<file path="src/rtl/dbnc_pkg.sv">
// Shared event types and constants for the scanned switch debouncer.
package dbnc_pkg;

  localparam int EVT_CH_W  = 4;
  localparam int EVT_REC_W = 2 + EVT_CH_W;

  typedef enum logic [1:0] {
    PRESS   = 2'd0,
    RELEASE = 2'd1,
    LONG    = 2'd2
  } evt_code_t;

  typedef struct packed {
    evt_code_t             code;
    logic [EVT_CH_W-1:0]   ch;
  } evt_rec_t;

  // All-ones reload value for a counter of the given width (up to 32 bits).
  function automatic logic [31:0] cnt_reload(input int bits);
    return (bits >= 32) ? 32'hFFFF_FFFF : ((32'h1 << bits) - 32'h1);
  endfunction

endpackage

</file>
<file path="src/rtl/dbnc_evt_fifo.sv">
// Small synchronous event FIFO; a push on full is accepted only when a pop frees a slot that cycle.
module dbnc_evt_fifo #(
  parameter int DEPTH = 4,
  parameter int W     = 6
) (
  input  logic         clk,
  input  logic         rst,
  input  logic         push,
  input  logic [W-1:0] data_in,
  input  logic         pop,
  output logic [W-1:0] data_out,
  output logic         full,
  output logic         empty
);

  localparam int AW = $clog2(DEPTH);

  logic [W-1:0] r_mem [DEPTH];
  logic [AW:0]  r_wr_ptr;
  logic [AW:0]  r_rd_ptr;
  logic         w_do_push;
  logic         w_do_pop;

  assign empty     = (r_wr_ptr == r_rd_ptr);
  assign full      = (r_wr_ptr[AW] != r_rd_ptr[AW]) && (r_wr_ptr[AW-1:0] == r_rd_ptr[AW-1:0]);
  assign w_do_pop  = pop && !empty;
  assign w_do_push = push && (!full || w_do_pop);
  assign data_out  = r_mem[r_rd_ptr[AW-1:0]];

  // Storage needs no reset; the pointers alone define what is valid.
  always_ff @(posedge clk) begin
    if (w_do_push) begin
      r_mem[r_wr_ptr[AW-1:0]] <= data_in;
    end
  end

  always_ff @(posedge clk or posedge rst) begin
    if (rst) begin
      r_wr_ptr <= '0;
      r_rd_ptr <= '0;
    end else begin
      if (w_do_push) r_wr_ptr <= r_wr_ptr + 1'b1;
      if (w_do_pop)  r_rd_ptr <= r_rd_ptr + 1'b1;
    end
  end

endmodule

</file>
<file path="src/rtl/dbnc_scan_ctrl.sv">
// Round-robin debouncer: one shared down-counter datapath services one switch channel per clock.
// Long-press detection (LONG events) is compiled in only when DBNC_LONGPRESS_EN is defined.
module dbnc_scan_ctrl #(
  parameter int N_SW       = 4,
  parameter int CNT_BITS   = 16,
  parameter int FIFO_DEPTH = 4,
  parameter int HOLD_BITS  = 24
) (
  input  logic                     clk50m,
  input  logic                     rst,
  input  logic [N_SW-1:0]          sw,
  input  logic                     ovf_clr,
  output logic [N_SW-1:0]          sw_dbnc,
  output logic                     evt_valid,
  input  logic                     evt_ready,
  output logic [1:0]               evt_code,
  output logic [$clog2(N_SW)-1:0]  evt_ch,
  output logic                     evt_ovf
);

  import dbnc_pkg::*;

  localparam int                  CH_W       = $clog2(N_SW);
  localparam logic [CNT_BITS-1:0] CNT_RELOAD = CNT_BITS'(cnt_reload(CNT_BITS));
  localparam logic [CH_W-1:0]     PTR_LAST   = CH_W'(N_SW - 1);

  if (N_SW < 2 || N_SW > 16 || FIFO_DEPTH < 2 || HOLD_BITS < 1) begin : g_param_check
    $error("dbnc_scan_ctrl: unsupported parameter set");
  end

  logic [N_SW-1:0]     r_sync1, r_sync2, r_stable;
  logic [CNT_BITS-1:0] r_cnt [N_SW];
  logic [CH_W-1:0]     r_ptr;
  logic                r_ovf;

  logic                 w_s, w_stable, w_stable_next;
  logic [CNT_BITS-1:0]  w_cnt, w_cnt_next;
  logic                 w_push, w_pop, w_drop, w_full, w_empty;
  evt_rec_t             w_push_rec, w_head;
  logic [EVT_REC_W-1:0] w_head_bits;
  logic                 w_unused_head_bits;

  always_ff @(posedge clk50m or posedge rst) begin
    if (rst) begin
      r_sync1 <= '0;
      r_sync2 <= '0;
      r_ptr   <= '0;
    end else begin
      r_sync1 <= sw;
      r_sync2 <= r_sync1;
      r_ptr   <= (r_ptr == PTR_LAST) ? '0 : r_ptr + 1'b1;
    end
  end

  assign w_s      = r_sync2[r_ptr];
  assign w_stable = r_stable[r_ptr];
  assign w_cnt    = r_cnt[r_ptr];

`ifdef DBNC_LONGPRESS_EN
  localparam logic [HOLD_BITS-1:0] HOLD_MAX = '1;

  logic [HOLD_BITS-1:0] r_hold [N_SW];
  logic [N_SW-1:0]      r_long_done;
  logic [HOLD_BITS-1:0] w_hold, w_hold_next;
  logic                 w_long_done, w_long_done_next;

  assign w_hold      = r_hold[r_ptr];
  assign w_long_done = r_long_done[r_ptr];

  always_ff @(posedge clk50m or posedge rst) begin
    if (rst) begin
      r_long_done <= '0;
      for (int i = 0; i < N_SW; i++) r_hold[i] <= '0;
    end else begin
      r_hold[r_ptr]      <= w_hold_next;
      r_long_done[r_ptr] <= w_long_done_next;
    end
  end
`endif

  // A mismatch decrements; reaching 1 on a mismatch means D consecutive mismatches, so accept.
  always_comb begin
    w_cnt_next      = CNT_RELOAD;
    w_stable_next   = w_stable;
    w_push          = 1'b0;
    w_push_rec.code = PRESS;
    w_push_rec.ch   = EVT_CH_W'(r_ptr);
`ifdef DBNC_LONGPRESS_EN
    w_hold_next      = w_hold;
    w_long_done_next = w_long_done;
`endif
    if (w_s != w_stable) begin
      if (w_cnt == CNT_BITS'(1)) begin
        w_stable_next   = w_s;
        w_push          = 1'b1;
        w_push_rec.code = w_s ? PRESS : RELEASE;
`ifdef DBNC_LONGPRESS_EN
        if (!w_s) begin
          w_hold_next      = '0;
          w_long_done_next = 1'b0;
        end
`endif
      end else begin
        w_cnt_next = w_cnt - 1'b1;
      end
    end
`ifdef DBNC_LONGPRESS_EN
    else if (w_s) begin
      if (w_hold != HOLD_MAX) w_hold_next = w_hold + 1'b1;
      if (w_hold_next == HOLD_MAX && !w_long_done) begin
        w_push           = 1'b1;
        w_push_rec.code  = LONG;
        w_long_done_next = 1'b1;
      end
    end
`endif
  end

  always_ff @(posedge clk50m or posedge rst) begin
    if (rst) begin
      r_stable <= '0;
      for (int i = 0; i < N_SW; i++) r_cnt[i] <= CNT_RELOAD;
    end else begin
      r_stable[r_ptr] <= w_stable_next;
      r_cnt[r_ptr]    <= w_cnt_next;
    end
  end

  assign w_pop  = !w_empty && evt_ready;
  assign w_drop = w_push && w_full && !w_pop;

  dbnc_evt_fifo #(
    .DEPTH (FIFO_DEPTH),
    .W     (EVT_REC_W)
  ) u_evt_fifo (
    .clk      (clk50m),
    .rst      (rst),
    .push     (w_push),
    .data_in  (w_push_rec),
    .pop      (w_pop),
    .data_out (w_head_bits),
    .full     (w_full),
    .empty    (w_empty)
  );

  assign w_head             = evt_rec_t'(w_head_bits);
  assign w_unused_head_bits = &{1'b0, w_head.ch};

  // Set has priority over clear so a drop in the clearing cycle is still reported.
  always_ff @(posedge clk50m or posedge rst) begin
    if (rst) begin
      r_ovf <= 1'b0;
    end else if (w_drop) begin
      r_ovf <= 1'b1;
    end else if (ovf_clr) begin
      r_ovf <= 1'b0;
    end
  end

  assign sw_dbnc   = r_stable;
  assign evt_valid = !w_empty;
  assign evt_code  = w_empty ? 2'b00 : w_head.code;
  assign evt_ch    = w_empty ? '0 : w_head.ch[CH_W-1:0];
  assign evt_ovf   = r_ovf;

endmodule

</file>
<file path="config.mk">
export PLATFORM = sky130hd
export DESIGN_NAME = dbnc_scan_ctrl
export DESIGN_NICKNAME = d
export VERILOG_FILES = /design/src/rtl/dbnc_pkg.sv /design/src/rtl/dbnc_evt_fifo.sv /design/src/rtl/dbnc_scan_ctrl.sv
export SDC_FILE = /design/constraint.sdc
export NUM_CORES = 1
export LEC_CHECK = 0
export CORE_MARGIN = 5
export CORE_UTILIZATION = 60
export CTS_CLUSTER_DIAMETER = 30
export CTS_CLUSTER_SIZE = 24
export DETAILED_ROUTE_END_ITERATION = 12
export DONT_BUFFER_PORTS = 1
export PLACE_DENSITY = 0.78
export SLEW_MARGIN = 20
export SYNTH_ARGS = -nofsm -noshare
export SYNTH_HDL_FRONTEND = slang
export SYNTH_HIERARCHICAL = 1
export SYNTH_SLANG_ARGS = --single-unit
</file>
<file path="constraint.sdc">
create_clock -name clk50m -period 4.2 [get_ports clk50m]
set_clock_uncertainty 0.15 [all_clocks]
set_input_delay 0.84 -clock clk50m [delete_from_list [all_inputs] [get_ports clk50m]]
set_output_delay 0.84 -clock clk50m [all_outputs]
set_load 0.02 [all_outputs]
</file>
==> metrics.md <==
| Metric | Value |
|---|---|
| Final GP Congestion | between 0.8 and 0.9 |
| Final wirelength | 9.65 mm |
| Number of remaining DRC errors | 0 |
| Worst Path Arrival | 3.47 ns |
| Final Cycle Share | 0.847 |
| Worst-path clk slew | 0.11 ns |
| FP Rows | 33 |
| Fmax | 281 MHz |
| TritonCTS buffer count | 9 |
| Worst-path fanout max | 17 |
| Area grow syn2layout | 4.66% |
| Dpl hpwl | 6.48 mm |
| Mean Syn Cell Area | 12.9 sq um |
| Slew HR | 0.363 |
| Initial drt markers | 164 |
| R2r setup slk | around 0.64 ns |
| Synthesized area | 4970 sq um |
| Largest net degree at the start of global routing | 80 |
| Cells along the critical path | mux4_1, nor4_4, nand4_4, and2b_1, and2_1, o41ai_2, inv_1 |
| Status | completed |
| Post-CTS Hold Buffers | 0 |
| CP top delay family | simple AND/OR/NAND/NOR gates |
| Pwr Density | 323 nW/um^2 |
| CTS root buf | clkbuf_8 |
| Max Cap Viol | 0 |
| CP endpoint kind | flip-flop |
| Core area | 8130 sq um |
| Clock sinks | 101 |
| Overflow after GRT | 0 |
| Worst-Margin Slew | 0.955 ns |
| Clock Tree Buf Depth | 2 |
| # H-tree levels | 3 |
| FF-to-FF Start | r_ptr[0] |
| CTS tree | done |
| Die height | 101 um |
| Max incr delay on CP | a little over 0.9 ns |
| Routed vias/inst | between 6 and 7 |
| Post-CTS sizing | 0 |
| Ys Warns | 6 |
| Share of layout cells above drive strength 1 | 0.345 |
| Dpl cells | 480 |
| CP startpoint kind | flip-flop |
| Area after DPL | about 5000 sq um |
| FF-to-FF End | u_evt_fifo/r_mem[3][4] |
| Fin crit period | 3.56 ns |
| Boundary Pins | 18 |
| Peak supply drop | 0.196 mV |
| Worst Setup Path Type | reg2reg |
| Unrepaired setup endpoints after global routing | false |
| Fin Hold WS | 0.135 ns |
| First-pass GRT wire length | between 15 and 20 mm |
| Die area | 10200 sq um |
| Static Leakage | 2.06 nW |
| TritonRoute pass-1 iters | 5 |
| Die Wd | approximately 100 um |
| Worst-case reg-to-reg path depth | 7 |
| Gate Count Post-Synth | 384 |
| Port bufs | 0 |
| Min-Delay Path Class | in2async |
| Nets | roughly 400 |
| Initial antenna violation count | 0 |
| Clk Latency, worst-skew pair | 0.36 ns |
| Final setup fails | 0 |
| Post-CTS setup buffers | 0 |
| Diodes inserted | 0 |
| CP max stage cell | dfrtp_1 |
| WL/cell | 19.5 um |
| Design Area, Final | between 5000 and 6000 sq um |
| Data required, critical path | 4.11 ns |
| Final slew viol count | 0 |
| Initial Util | 0.611 |
| Overall Global Routing Usage | 0.204 |
| Post-route ant nets | 0 |
| Endpoints failing hold | 0 |
| Crit path buffers/inverters | 1 |
| Finished Layout Cells | 496 |
| Vias | 3024 |
| Vias in the first global route | 3183 |
| Fin Setup TNS | 0 ns |
==> worst register-to-register path, delay by kind of cell, from the launching register on <==
family | cells | cell delay [ns]
compound gates | 1 | 0.08
buf+inv | 1 | 0.16
flops | 1 | 0.91
mux | 1 | 0.78
simple gates | 4 | 1.18
==> cells in the final DEF, fill, tap and decap left out, drive strengths merged, types with 3 or more instances in the layout <==
master,n
nor2,70
dfstp,64
a21oi,60
mux4,22
dfrtp,21
edfxtp,16
inv,15
xor2,13
ha,11
buf,10
clkbuf,10
xnor2,9
nand3,8
and3,7
nor2b,6
nand4,6
nor4,5
a31oi,4
o22a,4
conb,4
nor3,4
nor3b,3
==> state kept, by name, indices dropped and copies added, names as in the netlist <==
register	cells
u_evt_fifo/r_wr_ptr	3
u_evt_fifo/r_mem	16
r_sync1	4
evt_ovf	1
u_evt_fifo/r_rd_ptr	3
r_sync2	4
r_cnt	64
sw_dbnc	4
r_ptr	2
==> how the worst max path moves through the flow <==
stage / start / endpoint / slack (ns) / depth (start not counted)
4_1_cts: r_ptr[0] / u_evt_fifo/r_mem[3][4] / 0.66 / 7
5_1_grt: r_ptr[0] / u_evt_fifo/r_mem[3][4] / 0.43 / 7
3_5_place_dp: r_ptr[0] / u_evt_fifo/r_mem[3][0] / 0.68 / 7
2_1_floorplan: r_ptr[1] / u_evt_fifo/r_mem[3][0] / 1.19 / 11
6_report: r_ptr[0] / u_evt_fifo/r_mem[3][4] / 0.64 / 7
3_3_place_gp: r_ptr[0] / u_evt_fifo/r_mem[3][0] / 0.80 / 7
==> report_power, final <==
| part | switching [mW] | internal [mW] |
|---|---|---|
| Clock | 0.346 | 0.261 |
| Combinational | 0.0353 | 0.0146 |
| Sequential | 0.00652 | 1.01 |
==> through the flow <==
step,setup WS [ns],total power [mW],utilization
after floorplan,1.19,1.08,-
after global placement,0.802,1.09,0.615
after detailed placement,0.682,1.09,0.615
after CTS,0.663,1.69,0.640
after global routing,0.432,1.74,0.640
final,0.641,1.68,0.640
==> area by class of cell <==
class	instances	area, sq um
fillers	592	2930
flip-flops and latches	101	2690
multi-input cells	253	2070
clock buffers	10	149
well taps	105	131
repair buffers	10	75.1
clock inverters	6	50.0
inverters	11	41.3
==> routing by layer <==
layer,global-route usage,share of wire,up-vias
met4,0.0562,0.011,0
met1,0.279,0.43,1548
met5,0,0,-
li1,-,-,1378
met3,0.0388,0.050,11
met2,0.337,0.51,87
(Power assumes the default switching activity.)
